File: src/rtl/mpu_alu.sv
// mpu_alu: width-selectable (8/16/32/64) ALU for the MPU datapath. It handles mask match, masked compare, ordering and arithmetic.
// Latency: 1 cycle. Inputs are sampled every rising edge and res/flags are registered.
// Backpressure: none. It accepts one op per cycle with no handshake.
//
// Ports:
//   sys_clk, sys_rst_n : clock, async active-low reset (clears res/flags)
//   size [1:0]         : operand width 0=8, 1=16, 2=32, 3=64 bits
//   op   [3:0]         : operation select (0xC..0xF illegal)
//   a, b [63:0]        : operands
//   m0, m1 [63:0]      : masks ("must be 0" / compare mask, "must be 1")
//   res  [63:0]        : registered result, bits above the width forced to 0
//   flags [7:0]        : {3'b0, ILL, T, N, C, Z}
//
// Build option: define MPU_ALU_SHIFT_EN to implement SHL/SHR (ops 0xA/0xB).
// Without it no shifter is built, and those ops report ILL like ops 0xC..0xF.
module mpu_alu (
  input  logic        sys_clk,
  input  logic        sys_rst_n,
  input  logic [1:0]  size,
  input  logic [3:0]  op,
  input  logic [63:0] a,
  input  logic [63:0] b,
  input  logic [63:0] m0,
  input  logic [63:0] m1,
  output logic [63:0] res,
  output logic [7:0]  flags
);

  typedef enum logic [3:0] {
    OP_PASS = 4'h0,
    OP_MASK = 4'h1,
    OP_CMP  = 4'h2,
    OP_LT   = 4'h3,
    OP_AND  = 4'h4,
    OP_OR   = 4'h5,
    OP_XOR  = 4'h6,
    OP_ADD  = 4'h7,
    OP_SUB  = 4'h8,
    OP_NOT  = 4'h9,
    OP_SHL  = 4'hA,
    OP_SHR  = 4'hB
  } alu_op_e;

  logic [63:0] res_q, res_d;
  logic [7:0]  flags_q, flags_d;

  logic [63:0] wmask;      // ones in bits [W-1:0]
  logic [6:0]  wbits;      // W
  logic [5:0]  msb_idx;    // W-1
  logic [63:0] a_w, b_w, m0_w, m1_w;
  logic [64:0] sum;
  logic [63:0] diff;
  logic        t_d, c_d, ill_d, z_d, n_d;

  always_comb begin
    case (size)
      2'd0:    begin wmask = 64'h0000_0000_0000_00FF; wbits = 7'd8;  msb_idx = 6'd7;  end
      2'd1:    begin wmask = 64'h0000_0000_0000_FFFF; wbits = 7'd16; msb_idx = 6'd15; end
      2'd2:    begin wmask = 64'h0000_0000_FFFF_FFFF; wbits = 7'd32; msb_idx = 6'd31; end
      default: begin wmask = 64'hFFFF_FFFF_FFFF_FFFF; wbits = 7'd64; msb_idx = 6'd63; end
    endcase
  end

  // Clearing the upper bits up front keeps ordering, compare and carry correct at W.
  assign a_w  = a  & wmask;
  assign b_w  = b  & wmask;
  assign m0_w = m0 & wmask;
  assign m1_w = m1 & wmask;
  assign sum  = {1'b0, a_w} + {1'b0, b_w};
  assign diff = a_w - b_w;

  always_comb begin
    res_d = 64'd0;
    t_d   = 1'b0;
    c_d   = 1'b0;
    ill_d = 1'b0;
    case (alu_op_e'(op))
      OP_PASS: res_d = a_w;
      // Each bit in W must be allowed by m1 (if a=1) or by m0 (if a=0).
      OP_MASK: begin
        t_d   = ((~((a_w & m1_w) | (~a_w & m0_w))) & wmask) == 64'd0;
        res_d = {63'd0, t_d};
      end
      OP_CMP: begin
        t_d   = ((a_w ^ b_w) & m0_w) == 64'd0;
        res_d = {63'd0, t_d};
      end
      OP_LT: begin
        t_d   = a_w < b_w;
        res_d = {63'd0, t_d};
      end
      OP_AND:  res_d = a_w & b_w;
      OP_OR:   res_d = a_w | b_w;
      OP_XOR:  res_d = a_w ^ b_w;
      OP_ADD: begin
        res_d = sum[63:0] & wmask;
        c_d   = sum[wbits];
      end
      OP_SUB: begin
        res_d = diff & wmask;
        c_d   = a_w < b_w;
      end
      OP_NOT:  res_d = ~a_w & wmask;
`ifdef MPU_ALU_SHIFT_EN
      // A count of W or more shifts everything out. W=64 is never reached by a 6-bit count.
      OP_SHL:  res_d = ({1'b0, b[5:0]} >= wbits) ? 64'd0 : ((a_w << b[5:0]) & wmask);
      OP_SHR:  res_d = ({1'b0, b[5:0]} >= wbits) ? 64'd0 : (a_w >> b[5:0]);
`endif
      default: ill_d = 1'b1;
    endcase
  end

  assign z_d = (res_d & wmask) == 64'd0;
  assign n_d = res_d[msb_idx];

  always_comb begin
    flags_d = {3'b000, ill_d, t_d, n_d, c_d, z_d};
  end

  always_ff @(posedge sys_clk or negedge sys_rst_n) begin
    if (!sys_rst_n) begin
      res_q   <= 64'd0;
      flags_q <= 8'd0;
    end else begin
      res_q   <= res_d;
      flags_q <= flags_d;
    end
  end

  assign res   = res_q;
  assign flags = flags_q;

endmodule

File: config.mk
export PLATFORM = sky130hd
export DESIGN_NAME = mpu_alu
export DESIGN_NICKNAME = d
export VERILOG_FILES = /design/src/rtl/mpu_alu.sv
export SDC_FILE = /design/constraint.sdc
export NUM_CORES = 1
export LEC_CHECK = 0
export BUFFER_PORTS_ARGS = -buffer_cell sky130_fd_sc_hd__buf_2
export CAP_MARGIN = 20
export CORE_ASPECT_RATIO = 1.75
export CORE_MARGIN = 8
export CORE_UTILIZATION = 52
export DETAILED_ROUTE_END_ITERATION = 16
export GPL_TIMING_DRIVEN = 0
export PLACE_DENSITY = 0.76
export SLEW_MARGIN = 20
export SYNTH_ARGS = -nofsm -noshare
export SYNTH_HDL_FRONTEND = slang
export SYNTH_SLANG_ARGS = --single-unit
File: constraint.sdc
create_clock -name sys_clk -period 0.8 [get_ports sys_clk]
set_clock_uncertainty 0.2 [all_clocks]
set_input_delay 0.2 -clock sys_clk [delete_from_list [all_inputs] [get_ports sys_clk]]
set_output_delay 0.2 -clock sys_clk [all_outputs]
set_load 0.05 [all_outputs]
==> reports/qor.yml, run 1 <==
grt:
  gr-total-overflow: 139
  grt_pass1_wl_um: 192000
  grt_max_degree: 38
  first_global_vias: 28105
  grt.total_usage_pct: 66.6
logic_synthesis:
  synth-async-reset-ratio_pct: 100
  ys_warn_count: 0
  ys.flop_type: "dfrtp_1"
  syn-mean-instance-area_um2: 6.69
  syn_area_um2: 16700
  synth-edff-count: 0
  ys_ff_latch: 69
  ys_seq_area_share_pct: 10.3
  synth.distinct_cells: 99
  syn_inst: 2502
floorplan:
  num_io_pins: 336
  die_w_um: 152
  die_h_um: 253
  start_util_pct: 52.3
  fp-row-count: 87
placement:
  detailed_place_hpwl_um: 84500
  numPortBuffers: 328
  place.gp.congestion: 1.20
  dp_cells: 3235
status:
  haltStage: "5_1_grt"
  status: "did not finish"
  tool.error: "[ERROR GRT-0116] Global routing finished with congestion. Check the congestion regions in the DRC Viewer."
clocking:
  clock_path_buffers: 2
  ctsRootBufferMaster: "clkbuf_16"
  cts_buffers: 9
  clock_sinks: 69
  cts_max_level: 3
## timing repair
item                                    4_1_cts
pin swaps                                   143
buffers inserted                            156
endpoints found under the hold margin        70
resized for setup                           535
cloned                                        3
endpoints found under the setup margin      138
## cell families after synthesis
| logic type | after synthesis | share of synthesized area (%) |
|---|---|---|
| AO/OA/AOI/OAI | 950 | 38.0 |
| XOR/XNOR | 53 | 2.77 |
| adder cells (fa/ha/maj) | 193 | 14.5 |
| buffers and inverters | 412 | 9.59 |
| flip-flops | 69 | 10.3 |
| multiplexers | 24 | 1.52 |
| other | 1 | 0.0224 |
| AND/OR/NAND/NOR | 800 | 23.3 |
## Yosys cell counts (11+ instances only)
library cell | count | share of area (%)
nand2_1 | 259 | 5.8
inv_1 | 256 | 5.7
a21oi_1 | 244 | 7.3
ha_1 | 191 | 14
nor2_1 | 188 | 4.2
o21ai_0 | 155 | 4.6
clkbuf_1 | 103 | 2.3
o22ai_1 | 100 | 3.7
dfrtp_1 | 69 | 10
nor3_1 | 53 | 1.6
a221oi_1 | 52 | 2.7
xnor2_1 | 50 | 2.6
nor4_1 | 49 | 1.8
nand3_1 | 45 | 1.3
nand4_1 | 44 | 1.6
o31ai_1 | 41 | 1.8
a21o_1 | 32 | 1.4
a211oi_1 | 31 | 1.4
nor2b_1 | 31 | 1.2
buf_1 | 28 | 0.63
o221ai_1 | 28 | 1.5
o211ai_1 | 27 | 1.2
a31oi_1 | 26 | 0.97
o21a_1 | 25 | 1.1
mux2i_1 | 22 | 1.3
or3_1 | 19 | 0.71
a211o_1 | 18 | 0.94
o21bai_1 | 18 | 0.81
and3_1 | 17 | 0.64
and2_1 | 16 | 0.60
nand2b_1 | 15 | 0.56
a221o_1 | 14 | 0.84
a2111oi_0 | 13 | 0.68
a22o_1 | 13 | 0.68
or4_1 | 13 | 0.58
buf_2 | 12 | 0.36
a22oi_1 | 11 | 0.49
## metrics by stage
step           TNS (ns)  cell area (um^2)  setup WS, ns
3_5_place_dp    -271.57             21200         -5.76
3_3_place_gp    -352.76             21200         -5.75
4_1_cts         -215.75             25100         -3.93
2_1_floorplan   -170.13             19000         -3.80
## per-layer routing
metal  track usage, %  GRT overflow
met1             65.3             1
met2             88.2            78
met3             45.0             2
met4             69.6            58
met5             2.16             0
==> run 2, diff against run 1 <==
- CORE_ASPECT_RATIO: 1.75 -> default
- CORE_UTILIZATION: 52 -> 37
- PLACE_DENSITY: 0.76 -> default
- PLACE_DENSITY_LB_ADDON: default -> 0.15
==> run 2 against run 1 <==
The flow now finishes, with violations (hold timing, setup timing). Area after synthesis did not move. Synthesized cell count stayed put.
==> reports/qor.yml, run 2 <==
status:
  status: "complete, but fails checks"
  violations: "hold timing, setup timing"
drt:
  wl_per_cell_um: 32.3
  routed_wirelength_um: 120000
  vias_per_cell: 6.88
  first_pass_iters: 9
  drtIter0Drc: 4043
  ant_nets: 0
  remaining_drc_errors: 0
  vias: 25481
placement:
  detailed_place_hpwl_um: 91100
  numPortBuffers: 328
  dp_cells: 3436
  place.gp.congestion: 1.10
clocking:
  cts_buffers: 9
  clock_path_buffers: 2
  cts_tree: "yes"
  cts.reportedPaths.clkPinSlew_ns: 0.07
  clock_sinks: 69
  cts_max_level: 3
  ctsRootBufferMaster: "clkbuf_16"
logic_synthesis:
  syn_area_um2: 16700
  synth-async-reset-ratio_pct: 100
  ys.flop_type: "dfrtp_1"
  ys_ff_latch: 69
  synth_most_common_cell: "nand2_1"
  ys_warn_count: 0
  syn-mean-instance-area_um2: 6.69
  synth.distinct_cells: 99
  yosys-top-cells-count: "259 x nand2_1, 256 x inv_1, 244 x a21oi_1"
  syn_inst: 2502
  synth-edff-count: 0
  yosysTopAreaCellShare_pct: 14.3
  yosys-top-cells-area: "ha_1 14%, dfrtp_1 10%, a21oi_1 7.3%"
  yosysTopAreaCell: "ha_1"
  ys_seq_area_share_pct: 10.3
timing:
  hold_violations: 70
  finalMaxSlewViolations: 0
  finalWorstSetupSlack_ns: -4.52
  setup_tns_ns: -220.72
  worstMarginPinSlew_ns: 1.26
  max_freq_mhz: 188
  finalCriticalPeriod_ns: 5.32
  setup_viol: 138
  hold_ws_ns: -0.490
  relSlewSlack_pct: 16.1
  rsz0062_at_grt: "yes"
  finalCritPeriodShare_pct: 665
job:
  maxCapViolations: 0
power_and_ir_drop:
  power_density_nw_per_um2: 1050
  switching_share_pct: 51.1
  leakagePower_nw: 12.6
  p_clk_share_pct: 17.5
  ir_drop_uv: 1270
  p_int_mw: 14.5
  p_sw_mw: 15.1
  comb_power_share_pct: 69.4
  seqPwrFrac_pct: 13.1
  power_mw: 29.6
grt:
  grt_max_degree: 48
  grt.total_usage_pct: 42.7
  grt_pass1_wl_um: 168000
  grt_antenna_before_repair: 2
  first_global_vias: 24564
  gr-total-overflow: 0
final_layout:
  layout_common_cells: "258 x buf_2, 215 x inv_1, 196 x buf_4"
  multi_input_area_um2: 17800
  final_nets: 3551
  largest_reg_flops: 64
  nFillCells: 3968
  layout_commonest_cell: "buf_2"
  instances_no_fill: 3702
  regArea_um2: 1810
  syn2layout_area_growth_pct: 67.8
  drive_gt1_share_pct: 45.4
floorplan:
  num_io_pins: 336
  die-area_um2: 52300
  die_h_um: 229
  core_area_um2: 45000
  start_util_pct: 37.2
  die_w_um: 229
  fp-row-count: 78
setup_path:
  endpoint_kind: "flip-flop"
  cp_max_fo: 6
  cp.required_ns: 0.92
  critPathLaunchType: "primary input"
  arrival_ns: 5.44
  worstSetupPathType: "primary input to flip-flop"
min_path:
  holdCritPathClass: "primary input to asynchronous set/reset pin"
[run 2: cell counts after synthesis]
No cell type changed its count.
[run 2: kinds of logic after synthesis]
| logic type | count (synthesis) | synth area share, % |
|---|---|---|
| DFF | 69 | 10.3 |
| xor gates and xnor gates | 53 | 2.77 |
| muxes | 24 | 1.52 |
| adders and majority gates | 193 | 14.5 |
| other | 1 | 0.0224 |
| and+or+nand+nor | 800 | 23.3 |
| AOI/OAI and AO/OA | 950 | 38.0 |
| buffers and inverters | 412 | 9.59 |
[run 2: how the worst max path moves through the flow]
stage | startpoint | endpoint | slack, ns | depth (start not counted)
finish | size[0] | flags[0] | -4.52 | 23
floorplan | size[1] | flags[0] | -3.80 | 20
CTS | size[0] | flags[0] | -4.34 | 25
global route | size[0] | flags[0] | -4.49 | 25
global placement | size[0] | flags[0] | -6.33 | 25
detailed placement | size[0] | flags[0] | -6.27 | 25
[run 2: through the flow]
stage               area [um^2]  worst slack (ns)  hold WS, ns  util, %
floorplan                 19000             -3.80       -0.296        -
global placement          21400             -6.33        0.395     47.6
detailed placement        21500             -6.27      -0.0411     47.7
CTS                       27000             -4.34       -0.482     60.1
global route              28100             -4.49       -0.461     62.5
finish                    28100             -4.52       -0.490     62.5
[run 2: per-layer routing]
| layer | wire length [um] | up-vias | share of wire, % | track usage, % |
|---|---|---|---|---|
| met3 | 16600 | 547 | 14 | 13.0 |
| met1 | 46400 | 12244 | 39 | 56.0 |
| li1 | - | 10483 | - | - |
| met5 | 0 | - | 0 | 0 |
| met4 | 8170 | 0 | 6.8 | 24.3 |
| met2 | 48500 | 2207 | 41 | 61.2 |
[run 2: cell type report]
| cell class | instances | share of cell area (%) |
|---|---|---|
| multi-input cells | 2023 | 63.2 |
| well taps | 600 | 2.67 |
| clock buffers | 9 | 0.801 |
| repair buffers | 590 | 16.4 |
| diodes | 3 | 0.0267 |
| inverters | 260 | 3.98 |
| flip-flops and latches | 69 | 6.45 |
| plain buffers | 141 | 6.01 |
| clock inverters | 7 | 0.374 |
[run 2: worst max-delay path, stage by stage]
cell	delay, ns
buf_8	0.10
buf_12	0.11
and2_4	0.14
clkbuf_16	0.15
clkbuf_16	0.16
buf_12	0.15
nand2_2	0.16
inv_1	0.16
ha_4	0.36
clkinvlp_4	0.10
o211a_1	0.16
nor3_2	0.20
or3b_4	0.44
o31ai_4	0.41
buf_4	0.18
a2111o_1	0.22
and3_1	0.18
a221oi_1	0.05
a211o_1	0.32
or4_4	0.57
nor4_4	0.22
nand4_1	0.42
o21ai_2	0.27
[run 2: timing repair]
action                                  CTS  global route
pin swaps                               194           105
cloned                                    4             0
endpoints found under the setup margin  138           138
resized for setup                       811           143
setup buffers                           205            54
endpoints found under the hold margin    70            70
[run 2: power groups by stage]
stage | Clock [mW] | Combinational, mW | Sequential, mW
final | 5.19 | 20.6 | 3.87
after global routing | 5.21 | 21.1 | 3.88
after global placement | 0 | 14.4 | 3.87
after detailed placement | 0 | 14.6 | 3.87
after CTS | 5.17 | 18.7 | 3.86
after floorplan | 0 | 8.48 | 4.72
Power figures use the tool's default switching activity.
